$ cat src/rtl/src_gather.sv
// Gathers a one-word-per-beat stream into four-lane bundles and queues them in a
// small circular FIFO; short final groups are zero-padded.
module src_gather #(
  parameter int DW    = 32,
  parameter int DEPTH = 2
) (
  input  logic          clk,
  input  logic          rst,
  input  logic          in_valid,
  input  logic [DW-1:0] in_data,
  input  logic          in_last,
  output logic          in_ready,
  output logic          src_valid,
  output logic [DW-1:0] src_data0,
  output logic [DW-1:0] src_data1,
  output logic [DW-1:0] src_data2,
  output logic [DW-1:0] src_data3,
  output logic          src_last,
  input  logic          src_ready,
  output logic [15:0]   bundles
);

  localparam int AW = (DEPTH > 1) ? $clog2(DEPTH) : 1;
  localparam int CW = $clog2(DEPTH + 1);
  localparam int EW = 4 * DW + 1;

  logic [DW-1:0] lane_reg [4];
  logic [1:0]    li_reg;
  logic [EW-1:0] mem_reg [DEPTH];
  logic [AW-1:0] wr_ptr_reg, rd_ptr_reg;
  logic [CW-1:0] count_reg;
  logic [15:0]   bundles_reg;

  logic          push, complete, pop;
  logic [EW-1:0] bundle_next;
  logic [EW-1:0] head;

  assign in_ready  = (count_reg != CW'(DEPTH));
  assign src_valid = (count_reg != '0);
  assign push      = in_valid & in_ready;
  assign complete  = push & ((li_reg == 2'd3) | in_last);
  assign pop       = src_valid & src_ready;

  assign bundle_next[EW-1] = in_last;

  // Bundle image including the word being accepted; lanes above li are zero.
  generate
    for (genvar gi = 0; gi < 4; gi++) begin : g_lane
      always_comb begin
        bundle_next[gi*DW +: DW] = '0;
        if (li_reg == 2'(gi))
          bundle_next[gi*DW +: DW] = in_data;
        else if (2'(gi) < li_reg)
          bundle_next[gi*DW +: DW] = lane_reg[gi];
      end

      always_ff @(posedge clk or posedge rst) begin
        if (rst)
          lane_reg[gi] <= '0;
        else if (complete)
          lane_reg[gi] <= '0;
        else if (push && li_reg == 2'(gi))
          lane_reg[gi] <= in_data;
      end
    end
  endgenerate

  always_ff @(posedge clk or posedge rst) begin
    if (rst)
      li_reg <= '0;
    else if (complete)
      li_reg <= '0;
    else if (push)
      li_reg <= li_reg + 2'd1;
  end

  // Storage is cleared on reset so the head reads as zero while empty after reset.
  always_ff @(posedge clk or posedge rst) begin
    if (rst) begin
      for (int i = 0; i < DEPTH; i++) mem_reg[i] <= '0;
      wr_ptr_reg  <= '0;
      rd_ptr_reg  <= '0;
      count_reg   <= '0;
      bundles_reg <= '0;
    end else begin
      if (complete) begin
        mem_reg[wr_ptr_reg] <= bundle_next;
        wr_ptr_reg          <= wr_ptr_reg + AW'(1);
        bundles_reg         <= bundles_reg + 16'd1;
      end
      if (pop)
        rd_ptr_reg <= rd_ptr_reg + AW'(1);
      if (complete && !pop)
        count_reg <= count_reg + CW'(1);
      else if (pop && !complete)
        count_reg <= count_reg - CW'(1);
    end
  end

  assign head      = mem_reg[rd_ptr_reg];
  assign src_data0 = head[0*DW +: DW];
  assign src_data1 = head[1*DW +: DW];
  assign src_data2 = head[2*DW +: DW];
  assign src_data3 = head[3*DW +: DW];
  assign src_last  = head[EW-1];
  assign bundles   = bundles_reg;

endmodule

$ cat config.mk
export PLATFORM = sky130hd
export DESIGN_NAME = src_gather
export DESIGN_NICKNAME = d
export VERILOG_FILES = /design/src/rtl/src_gather.sv
export SDC_FILE = /design/constraint.sdc
export NUM_CORES = 1
export LEC_CHECK = 0
export BUFFER_PORTS_ARGS = -buffer_cell sky130_fd_sc_hd__buf_2
export CAP_MARGIN = 20
export CORE_UTILIZATION = 48
export DETAILED_ROUTE_END_ITERATION = 16
export PLACE_DENSITY = 0.68
export SYNTH_ARGS = -nofsm -noshare
export SYNTH_HDL_FRONTEND = slang
export SYNTH_SLANG_ARGS = --single-unit
$ cat constraint.sdc
create_clock -name clk -period 31.5 [get_ports clk]
set_input_delay 1.575 -clock clk [delete_from_list [all_inputs] [get_ports clk]]
set_output_delay 1.575 -clock clk [all_outputs]
set_load 0.005 [all_outputs]
== Word level (Yosys, flattened, before mapping) ==
Index checks and enable logic that the tools add are counted.
Operators by class
  reduce and logical (&&, ||, !) cells: 17
  bitwise operators: 6
  equality and inequality tests: 4
  $lt $le $gt $ge: 7
  muxes and demuxes: 26
  add/sub/neg operators: 6
Operators by type and width (count)
  $mux 129: 4
  $mux 32: 16
  $bwmux 258: 1
  $demux 129 s1: 1
  $add 16x1->16 const B: 1
  $reduce_bool 2->1: 7
  $mux 2: 4
  $logic_and 1x1->1: 7
  $add 2x1->2 const B: 2
  $eq 2x2->1 const B: 2
  $ge 2x2->1 const B: 2
  $lt 1x2->1 const A: 2
  $lt 2x2->1 const A: 2
  $not 1->2: 2
  $and 1x1->1: 3
  $add 1x1->1 const B: 2
  $eq 2x1->1 const B: 1
  $logic_not 1->1: 2
  $logic_not 2->1: 1
  $lt 2x1->1 const B: 1
  $ne 2x2->1 const B: 1
  $sub 2x1->2 const B: 1
  $or 1x1->1: 1
Word-level totals
  bits of input ports: 37
  flip-flop bits (word level): 408
  logic and storage cells: 77
  output and inout port bits: 147

== Longest topological paths before layout ==
  depth after elaboration: 7
  gate-level depth with buffers: 10
  mapped depth without buffers: 8

== Least setup slack after synthesis ==
No wires, ideal clock.
  kind: input to register
  start point: in in_valid
  end point: reg mem_reg[257] (netlist bit)
  setup time: 125 ps
  path buffers: 4
  data arrival time: 2907 ps
  stages on the path: 7
  required time: 31375 ps
  setup slack: 28468 ps
  path through: buf_4 inv_2 or4_4 buf_6 buf_6 buf_6 mux2_4
Between the ends
  cells in the longest elaborated chain, start to end: 2
RTL lines
  start, declared: RTL line 9  | input logic in_valid,
  $and 1x1->1: RTL line 40  | assign push = in_valid & in_ready;
  $and 1x1->1: RTL line 41  | assign complete = push & ((li_reg == 2'd3) | in_last);
  end signal, assigned by index: RTL line 87  | mem_reg[wr_ptr_reg] <= bundle_next;
  end, declared: RTL line 29  | logic [EW-1:0] mem_reg [DEPTH];
No other way between the ends.
A chain may end at the register's enable or synchronous reset.

== Worst setup path after layout ==
  start point: reg rd_ptr_reg
  end point: out src_data3[22]
Between the ends
  cells in the longest elaborated chain, start to end: 4
RTL lines
  start, declared: RTL line 30  | logic [AW-1:0] wr_ptr_reg, rd_ptr_reg;
  start signal, assigned: RTL line 92  | rd_ptr_reg <= rd_ptr_reg + AW'(1);
  $not 1->2 (implied by the code): RTL line 100  | assign head = mem_reg[rd_ptr_reg];
  $mux 129 (implied by the code) (3 in series): RTL line 100
  end, declared: RTL line 17  | output logic [DW-1:0] src_data3,
No other way between the ends. The select of a mux whose other input is x is not followed.

==> flow_summary.ini <==
[outcome]
status = completed

[clocking]
cts_root_buf = clkbuf_16
clockBufferDepth = 3
hold_buffers = 0
cts_resized = 0
cts_tree = yes
worstSkewPairLatency_ns = 0.53
cts_num_sinks = 376
cts_buffers = 40
clk_pin_slew_ns = 0.06
post-cts-setup-buffers = 0
htreeDepth = 2

[setup_path]
required_ns = 29.93
start_kind = flip-flop
path_class = reg2out
crit_path_end_kind = output port
cp_max_fo = 53
arrival_ns = 3.28

[floorplanning]
fp.dieW_um = 186
core_area_um2 = 32900
initial_core_util = 0.493
die_h_um = 186
die_area_um2 = 34500
rows = 66
pin_count = 184

[grt]
grt_pass1_wl_um = 66900
grt_max_degree = 258
antenna_found_initial = 2
gr-total-overflow = 0
grt_usage = 0.254
grt_pass1_vias = 11900

[synth]
yosysTopAreaCell = dfrtp_1
synth_nets = 1617
syn_avg_cell_area_um2 = 10.3
syn_area_um2 = 16200
seq_area_frac_synth = 0.581
syn_inst = 1574
yosys.area.top_type_share = 0.581
synth_edf_count = 0
ys_warn_count = 0
synth_seq_cells = 376
synth_cell_types = 33
ys.flop_type = dfrtp_1
synthArstFlopShare = 1.00
synthTopCellsByArea = dfrtp_1 58%, nand2_1 10%, mux2_2 9.0%

[timing]
hold_viol_final = 0
report.final.slew_viol_count = 0
post-route-period-util = 0.154
slew_headroom = 0.265
setup_tns_ns = 0
setup_ws_ns = 26.64
skew_ns = 0.0168
timing.fmax_ghz = 0.206
worst_slew_pin_slew_ns = 1.10
rsz0062_at_grt = false
setup_violations = 0
fin_crit_ns = 4.86

[drt]
vias_per_cell = 5.52
dr.pass1.iters = 6
detail_route.wirelength_um = 42700
ant_nets = 0
wire_per_inst_um = 19.7
via_count = 12000
drt_iter0_markers = 941
drc = 0

[finish]
area_growth_syn_to_layout_pct = 14.4
fillers = 2924
seq_area_um2 = 9410
final_cell_mix = 432 x nand2_1, 375 x dfrtp_1, 233 x o21ai_0, 183 x buf_2, 130 x mux2_2
drive_above_1_share = 0.234
largest_reg_flops = 258
final_common_cell = nand2_1
multi_input_area_um2 = 6190
nNetsFinal = 1739
diodes = 0

[placed_design]
numPortBuffers = 183
gp_congestion = 0.837
place_ws_ns = 26.77
hpwl_um = 27800

[job]
cap_violations = 0

[pwr]
vdd_drop_max_uv = 69.9
p_leak_nw = 8.89
power_density_nw_per_um2 = 99.0
total_power_w = 0.00183

[hold_path]
hold_path.class = reg2reg
-- routing by layer --
metal,wire length [µm],global-route usage
met3,3070,0.0399
met1,18000,0.346
met4,1110,0.0751
met2,20500,0.420
met5,12,0
-- kinds of logic (layout without fill, tap and decap cells) --
group	Yosys count	in the layout	synth area share
AOI/OAI and AO/OA	421	421	0.141
muxes	163	163	0.111
and+or+nand+nor	465	465	0.112
xor gates and xnor gates	19	19	0.0103
adders and majority gates	6	6	0.00464
buffers and inverters	124	274	0.0396
DFF	376	376	0.581
-- path summary, 6_finish.rpt --
check / slack, ns / start / cells past startpoint / to
max in group asynchronous: 28.09 / rst / 4 / mem_reg[106]
setup / recovery: 26.64 / rd_ptr_reg / 4 / src_data3[22]
setup reg to reg: 27.45 / li_reg[0] / 8 / mem_reg[138]
hold / removal: 0.47 / bundles[15] / 1 / bundles[15]
min in group asynchronous: 1.18 / rst / 2 / bundles[10]
hold reg to reg: 0.47 / bundles[15] / 1 / bundles[15]
-- per-stage QoR --
step	util	std cells	hold WS (ns)	cell area [µm²]
3_3_place_gp	0.525	2096	0.456	17200
5_1_grt	0.564	2166	0.490	18500
6_report	0.564	2166	0.468	18500
4_1_cts	0.564	2166	0.472	18500
3_5_place_dp	0.525	2096	0.458	17200
2_1_floorplan	-	1574	0.444	16200
-- cell type report --
| class | instances | area share |
|---|---|---|
| timing repair buffer | 198 | 0.0569 |
| multi-input combinational | 1074 | 0.334 |
| clock inverter | 10 | 0.00581 |
| sequential | 376 | 0.508 |
| inverter | 6 | 0.00162 |
| tap | 442 | 0.0299 |
| clock buffer | 60 | 0.0636 |
-- power breakdown --
part           total [W]  switching (W)  internal, W
clock network   0.000463       0.000189     0.000274
logic           0.000604       0.000356     0.000248
registers       0.000767       0.000105     0.000662
-- cell usage after synthesis (3+ instances only) --
cell	number
nand2_1	432
dfrtp_1	376
o21ai_0	233
mux2_2	130
o21ai_1	120
clkbuf_1	67
a22oi_1	61
mux2i_1	32
buf_2	20
xnor2_1	17
buf_6	14
buf_4	12
ha_1	6
nand3_1	6
nand4_1	6
nor2_1	6
buf_1	5
and3_1	4
inv_1	4
a21oi_1	3
o211ai_2	3
-- worst max-delay path: stages (launching register included) --
cell and delay [ns]:
dfrtp_4 0.79, buf_4 0.60, buf_4 0.70, mux2_2 0.48, buf_2 0.15
No activity file was read; power rests on OpenSTA's default activity.
